`config.mk`:
```
export PLATFORM = sky130hd
export DESIGN_NAME = pause_req_gen
export DESIGN_NICKNAME = d
export VERILOG_FILES = /design/src/rtl/pause_req_gen.sv
export SDC_FILE = /design/constraint.sdc
export NUM_CORES = 1
export LEC_CHECK = 0
export BUFFER_PORTS_ARGS = -buffer_cell sky130_fd_sc_hd__buf_4
export CORE_MARGIN = 2
export CORE_UTILIZATION = 60
export CTS_BUF_LIST = sky130_fd_sc_hd__clkbuf_4 sky130_fd_sc_hd__clkbuf_8 sky130_fd_sc_hd__clkbuf_16
export DETAILED_ROUTE_END_ITERATION = 8
export GPL_ROUTABILITY_DRIVEN = 0
export PLACE_DENSITY = 0.78
export RECOVER_POWER = 100
export REMOVE_ABC_BUFFERS = 1
export SYNTH_ARGS = -nofsm -noshare
export SYNTH_HDL_FRONTEND = slang
export SYNTH_SLANG_ARGS = --single-unit
```
`constraint.sdc`:
```
create_clock -name clk_sys -period 1.9 [get_ports clk_sys]
set_input_delay 0 -clock clk_sys [delete_from_list [all_inputs] [get_ports clk_sys]]
set_output_delay 0 -clock clk_sys [all_outputs]
set_load 0.005 [all_outputs]
```
`src/rtl/pause_req_gen.sv`:
```
// pause_req_gen: frame-aligned pause request generator.
//
// Debounces the pause/resume buttons and steps a four-state pause FSM.
// Entry to and exit from pause wait for a vblank rising edge, so a frame
// is never frozen mid-scan. A timeout forces the transition if the core's
// video timing has stopped.
//
// Ports:
//   clk_sys     in   system clock
//   reset       in   asynchronous active-high reset
//   btn_pause   in   raw pause button (async)
//   btn_resume  in   raw resume button (async)
//   vblank      in   core vblank, clk_sys domain
//   pause_en    in   0 forces RUN and drops all requests
//   pause_req   out  registered pause request (PAUSED / ARM_RESUME)
//   pause_state out  FSM state: 0=RUN 1=ARM_PAUSE 2=PAUSED 3=ARM_RESUME
//   dim_video   out  dim request after DIM_FRAMES paused frames
//
// Optional feature macro: PAUSE_DIM_EN (frame counter + dim_video).
// Without it dim_video is tied 0.

// Per-button synchronizer + debouncer. The press pulse is combinational
// and aligned with the edge on which the debounced level flips.
module pause_req_gen_deb #(
  parameter int DEBOUNCE_CYCLES = 1000
) (
  input  logic clk_sys,
  input  logic reset,
  input  logic raw,
  output logic press
);
  localparam int CW = $clog2(DEBOUNCE_CYCLES + 1);

  logic [1:0]    sync;
  logic          level;
  logic [CW-1:0] cnt;
  logic          hit;

  assign hit   = (cnt == CW'(DEBOUNCE_CYCLES));
  assign press = hit & sync[1] & ~level;

  always_ff @(posedge clk_sys or posedge reset) begin
    if (reset) begin
      sync  <= '0;
      level <= 1'b0;
      cnt   <= '0;
    end else begin
      sync <= {sync[0], raw};
      if (sync[1] == level) begin
        cnt <= '0;
      end else if (hit) begin
        level <= sync[1];
        cnt   <= '0;
      end else begin
        cnt <= cnt + 1'b1;
      end
    end
  end
endmodule

module pause_req_gen #(
  parameter int DEBOUNCE_CYCLES = 1000,
  parameter int VBL_TIMEOUT     = 2000000,
  parameter int DIM_FRAMES      = 600
) (
  input  logic       clk_sys,
  input  logic       reset,
  input  logic       btn_pause,
  input  logic       btn_resume,
  input  logic       vblank,
  input  logic       pause_en,
  output logic       pause_req,
  output logic [1:0] pause_state,
  output logic       dim_video
);
  localparam int NUM_BTN = 2;
  localparam int WW      = (VBL_TIMEOUT > 1) ? $clog2(VBL_TIMEOUT) : 1;

  typedef enum logic [1:0] {
    RUN        = 2'd0,
    ARM_PAUSE  = 2'd1,
    PAUSED     = 2'd2,
    ARM_RESUME = 2'd3
  } state_t;

  state_t               state;
  logic [WW-1:0]        wcnt;
  logic                 vblank_d;
  logic                 vbl_rise;
  logic                 tmo;
  logic [NUM_BTN-1:0]   raw;
  logic [NUM_BTN-1:0]   press;
  logic                 pause_press;
  logic                 resume_press;

  // bit 0 = pause, bit 1 = resume
  assign raw = {btn_resume, btn_pause};

  for (genvar i = 0; i < NUM_BTN; i++) begin : g_deb
    pause_req_gen_deb #(
      .DEBOUNCE_CYCLES (DEBOUNCE_CYCLES)
    ) u_deb (
      .clk_sys (clk_sys),
      .reset   (reset),
      .raw     (raw[i]),
      .press   (press[i])
    );
  end

  assign pause_press  = press[0];
  assign resume_press = press[1];
  assign vbl_rise     = vblank & ~vblank_d;
  assign tmo          = (wcnt == WW'(VBL_TIMEOUT - 1));
  assign pause_state  = state;

  // Only the ARM states let wcnt run; every transition zeroes it, so an
  // ARM state always times out VBL_TIMEOUT cycles after it was entered.
  // A vbl_rise on the entry edge is seen while still in RUN/PAUSED and is
  // therefore ignored, which makes the FSM wait for the following frame.
  always_ff @(posedge clk_sys or posedge reset) begin
    if (reset) begin
      state     <= RUN;
      wcnt      <= '0;
      vblank_d  <= 1'b0;
      pause_req <= 1'b0;
    end else begin
      vblank_d  <= vblank;
      // Follows the state register one cycle late, except that pause_en=0
      // drops it on the same edge as the forced return to RUN.
      pause_req <= pause_en & ((state == PAUSED) | (state == ARM_RESUME));
      if (!pause_en) begin
        state <= RUN;
        wcnt  <= '0;
      end else begin
        case (state)
          RUN: begin
            wcnt <= '0;
            if (pause_press) state <= ARM_PAUSE;
          end
          ARM_PAUSE: begin
            if (pause_press) begin
              state <= RUN;
              wcnt  <= '0;
            end else if (vbl_rise | tmo) begin
              state <= PAUSED;
              wcnt  <= '0;
            end else begin
              wcnt <= wcnt + 1'b1;
            end
          end
          PAUSED: begin
            wcnt <= '0;
            if (pause_press | resume_press) state <= ARM_RESUME;
          end
          ARM_RESUME: begin
            if (vbl_rise | tmo) begin
              state <= RUN;
              wcnt  <= '0;
            end else begin
              wcnt <= wcnt + 1'b1;
            end
          end
        endcase
      end
    end
  end

`ifdef PAUSE_DIM_EN
  localparam int FW = $clog2(DIM_FRAMES + 1);

  logic [FW-1:0] fcnt;
  logic          leave_paused;

  assign leave_paused = (state == PAUSED) &
                        (~pause_en | pause_press | resume_press);

  // dim_video rises on the same edge the count reaches DIM_FRAMES and
  // clears on the edge that leaves PAUSED.
  always_ff @(posedge clk_sys or posedge reset) begin
    if (reset) begin
      fcnt      <= '0;
      dim_video <= 1'b0;
    end else if ((state != PAUSED) || leave_paused) begin
      fcnt      <= '0;
      dim_video <= 1'b0;
    end else if (vbl_rise && (fcnt != FW'(DIM_FRAMES))) begin
      fcnt      <= fcnt + 1'b1;
      dim_video <= ((fcnt + 1'b1) == FW'(DIM_FRAMES));
    end
  end
`else
  assign dim_video = 1'b0;
`endif

endmodule

```
==> impl.org <==
** Die
- The initial utilization of the core area, before any placement, comes to around 64%.
- Width of the die :: 67.3 um
- IO Pins :: 10
- The floorplan has 22 rows.
- Vertical die dimension :: a little under 70 um
- Placeable core region :: about 3700 um2
- The die covers roughly 4500 um2.

** Placement
- Final HPWL from detailed placement :: ~2.8 mm
- Before CTS, the worst setup slack after placement is 0.214 ns.
- In this run the cell area measured after placement is about 2500 um2.
- Port Buffers :: 8
- Cell count after placement :: 285

** Clock tree
- Clock tree root buffer cell :: sky130_fd_sc_hd__clkbuf_8
- Clock tree from TritonCTS :: yes
- Number of gates given a new drive strength after cts :: 0
- The tree built by TritonCTS fans out to approximately 50 sinks.
- CTS built an H-tree with a depth of 2.
- For the worst-skew pair, the clock arrives at the later sink with an insertion delay of around 0.31 ns.
- Clock buffers created by TritonCTS :: 5
- Maximum buffer depth of the clock tree :: 2
- Clock slew at reported path FFs :: around 0.09 ns

** Yosys
- Most frequently used flop master after synthesis :: sky130_fd_sc_hd__dfrtp_1
- Summed over its instances, the top area cell type makes up between 50% and 60% of the synthesized netlist area.
- Mean Syn Cell Area :: ~10 um2
- For this run, asynchronously set or reset flops after synthesis account for 100%.
- In this run the cell area of the synthesized design comes to between 2000 and 2500 um2.
- Cell with the most instances after synthesis :: sky130_fd_sc_hd__dfrtp_1
- Synthesized instance count :: 230
- Number of enable-type register cells in the synthesized netlist :: 0
- Cell types with the highest counts after synthesis :: 51 x sky130_fd_sc_hd__dfrtp_1, 47 x sky130_fd_sc_hd__nor2_1, 22 x sky130_fd_sc_hd__xor2_1, 18 x sky130_fd_sc_hd__nand3_1
- In this run, synthesis produced a sequential element count of 51.
- The largest total area in the synthesized netlist belongs to sky130_fd_sc_hd__dfrtp_1.
- Count of unique library cells instantiated by Yosys :: 35
- Of the synthesized area, sequential elements account for around 53%.
- During synthesis, Yosys emitted a total of 0 warnings.
- By area the synthesized netlist is led by sky130_fd_sc_hd__dfrtp_1 53%, sky130_fd_sc_hd__xor2_1 8.0%, sky130_fd_sc_hd__nor2_1 7.3%.

** STA
- On the final layout, the worst clock skew is 0.00764 ns.
- For the pin with the worst max-slew slack, the measured transition is roughly 1.1 ns.
- Total count of max-transition violations in the final report :: 0
- The tightest hold path in the finished design has a slack of about 0.16 ns.
- After layout, the worst setup slack is around 0.21 ns.
- The count of endpoints failing hold in the final timing report was 0.
- Shortest clock period the worst path allows after layout :: 1.69 ns
- Setup violations remaining at the end of the flow were counted as 0.
- Setup Total Neg Slack :: 0 ns
- In the finished design, the share of the clock period the worst path needs comes to slightly below 90%.
- Unrepaired setup endpoints after global routing :: no
- For this run, the top clock speed supported by timing is just under 600 MHz.
- The worst pin sits at a relative slew slack of approximately 28%.

** Global route
- Overflow left after global routing :: 0
- Pin count of the biggest net entering global routing :: between 40 and 50
- Wire length of the first global-routing pass :: 7.04 mm
- Via count of the first global-routing pass :: approximately 1.6k
- Overall Global Routing Usage :: between 20% and 30%
- Antenna violations before repair :: 0

** Routing
- The detail route stage leaves a number of antenna-violating nets equal to 0.
- For this block, the via count after detailed routing is ~1.6k.
- After detailed routing, the number of remaining DRC violations is 0.
- After detailed routing, the number of vias per cell comes to roughly 5.5.
- Number of violations reported at the end of detailed-routing iteration 0 :: 113
- Wire length reported by the detailed router :: approximately 4.0 mm
- After detailed routing, the average wire length per cell comes to between 10 and 15 um.
- The first detailed-routing pass ran for 4 iterations.

** Cells and area
- Filler instances :: 294
- 0 antenna diodes ended up in the layout.
- Signed area change from the synthesized netlist to the final layout :: 10.3%
- Count of non-filler cells in the finished layout :: 298
- Final cell area excluding filler cells :: between 2000 and 3000 um2
- The multi-input combinational cells in the finished layout cover a total of approximately 1100 um2.
- The post-route netlist has about 10% of its cells at a drive strength greater than 1.
- Layout Nets :: 260
- In the final layout, flip-flops and latches occupy roughly 1300 um2.

** Setup path
- For the worst setup path, the data required time is 2.09 ns.
- Worst Setup Start Kind :: flop
- Crit path capture type :: flop
- The critical path is of the reg -> reg type.
- Critical Path AT :: around 1.9 ns
- In this run the worst path has a maximum fanout of 18.

** Hold path
- Class of the worst hold path :: in -> async

** Run status
- Run status :: complete, no violations

** Power and ir drop
- For this design the ratio of total power to cell area is approximately 700 nW/um2.
- Peak supply drop :: roughly 0.47 mV
- Pleak :: 1.19 nW

** Run
- Max-cap violations in this run came to 0.
==> critical path, cell delays in order (launching register included) <==
cell	delay (ns)
sky130_fd_sc_hd__dfrtp_1	0.42
sky130_fd_sc_hd__inv_1	0.07
sky130_fd_sc_hd__ha_1	0.19
sky130_fd_sc_hd__and4b_1	0.20
sky130_fd_sc_hd__nand4_1	0.16
sky130_fd_sc_hd__o211ai_2	0.14
sky130_fd_sc_hd__clkbuf_4	0.31
sky130_fd_sc_hd__nor2_1	0.08
==> metrics by stage <==
stage | util (%) | power (mW)
6_report | 70.7 | 1.91
2_1_floorplan | - | 1.22
4_1_cts | 71.5 | 1.95
3_5_place_dp | 67.5 | 1.28
3_3_place_gp | 67.5 | 1.27
5_1_grt | 70.7 | 1.99
==> kinds of logic (layout without fill, tap and decap cells) <==
kind of cell / after synthesis / count (layout) / synth area share, %
simple gates: 117 / 117 / 25.5
flops: 51 / 51 / 53.2
xor+xnor: 37 / 37 / 13.5
buf+inv: 12 / 32 / 2.24
fa+ha+maj: 5 / 5 / 2.61
compound gates: 5 / 5 / 1.88
mux: 2 / 2 / 0.938
other cells: 1 / 1 / 0.156
==> cell usage in the layout, fill, tap and decap left out, types with 2 or more instances in the layout <==
| master | count |
|---|---|
| sky130_fd_sc_hd__and2b_1 | 2 |
| sky130_fd_sc_hd__xor2_1 | 22 |
| sky130_fd_sc_hd__clkbuf_4 | 8 |
| sky130_fd_sc_hd__and3_1 | 11 |
| sky130_fd_sc_hd__nor3_1 | 3 |
| sky130_fd_sc_hd__nand4_1 | 7 |
| sky130_fd_sc_hd__nor2_1 | 47 |
| sky130_fd_sc_hd__nor4b_1 | 2 |
| sky130_fd_sc_hd__clkbuf_8 | 6 |
| sky130_fd_sc_hd__xnor2_1 | 15 |
| sky130_fd_sc_hd__dlygate4sd3_1 | 5 |
| sky130_fd_sc_hd__ha_1 | 5 |
| sky130_fd_sc_hd__inv_1 | 9 |
| sky130_fd_sc_hd__dfrtp_1 | 51 |
| sky130_fd_sc_hd__mux2_2 | 2 |
| sky130_fd_sc_hd__nand2_1 | 15 |
| sky130_fd_sc_hd__nand3_1 | 18 |
==> repair_timing <==
action / CTS / global route
endpoints found under the hold margin: 55 / 0
setup buffers: 0 / 0
hold buffers: 5 / 0
==> final timing paths <==
path	from	endpoint	slack, ns	depth (start not counted)
setup reg to reg	g_deb[0].u_deb.cnt[0]	wcnt[10]	0.21	7
min in group clk_sys	btn_pause	g_deb[0].u_deb.sync[0]	0.35	2
max in group asynchronous	reset	g_deb[0].u_deb.cnt[3]	0.44	4
hold / removal	reset	g_deb[1].u_deb.cnt[8]	0.16	3
hold reg to reg	g_deb[0].u_deb.sync[0]	g_deb[0].u_deb.sync[1]	0.36	0
setup / recovery	g_deb[0].u_deb.cnt[0]	wcnt[10]	0.21	7
==> sequential cells by signal, indices dropped and copies added, names as in the netlist <==
| signal | cells |
|---|---|
| g_deb.u_deb.sync | 4 |
| wcnt | 21 |
| g_deb.u_deb.cnt | 20 |
| vblank_d | 1 |
| g_deb.u_deb.level | 2 |
| pause_state | 2 |
| pause_req | 1 |
==> area by class of cell <==
class                           count  share of cell area (%)
Inverter                            9                    1.28
Multi-Input combinational cell    167                    39.9
Sequential cell                    51                    48.2
Clock buffer                        6                    3.12
Clock inverter                      2                   0.614
Tap cell                           48                    2.27
Timing Repair Buffer               15                    4.63
==> metal layers <==
layer	routed length, um	vias up	global-route usage, %	share of wire [%]
met5	0	-	0	0
met4	61	0	7.65	1.5
met3	117	6	5.50	2.9
met2	1860	28	31.8	47
met1	1950	798	29.8	49
li1	-	805	-	-
==> power by group <==
part / total [mW] / internal [mW] / switching [mW]
combinational: 0.118 / 0.0508 / 0.0667
sequential: 1.14 / 1.11 / 0.0258
clock: 0.655 / 0.297 / 0.357
No activity file was read; power rests on OpenSTA's default activity.
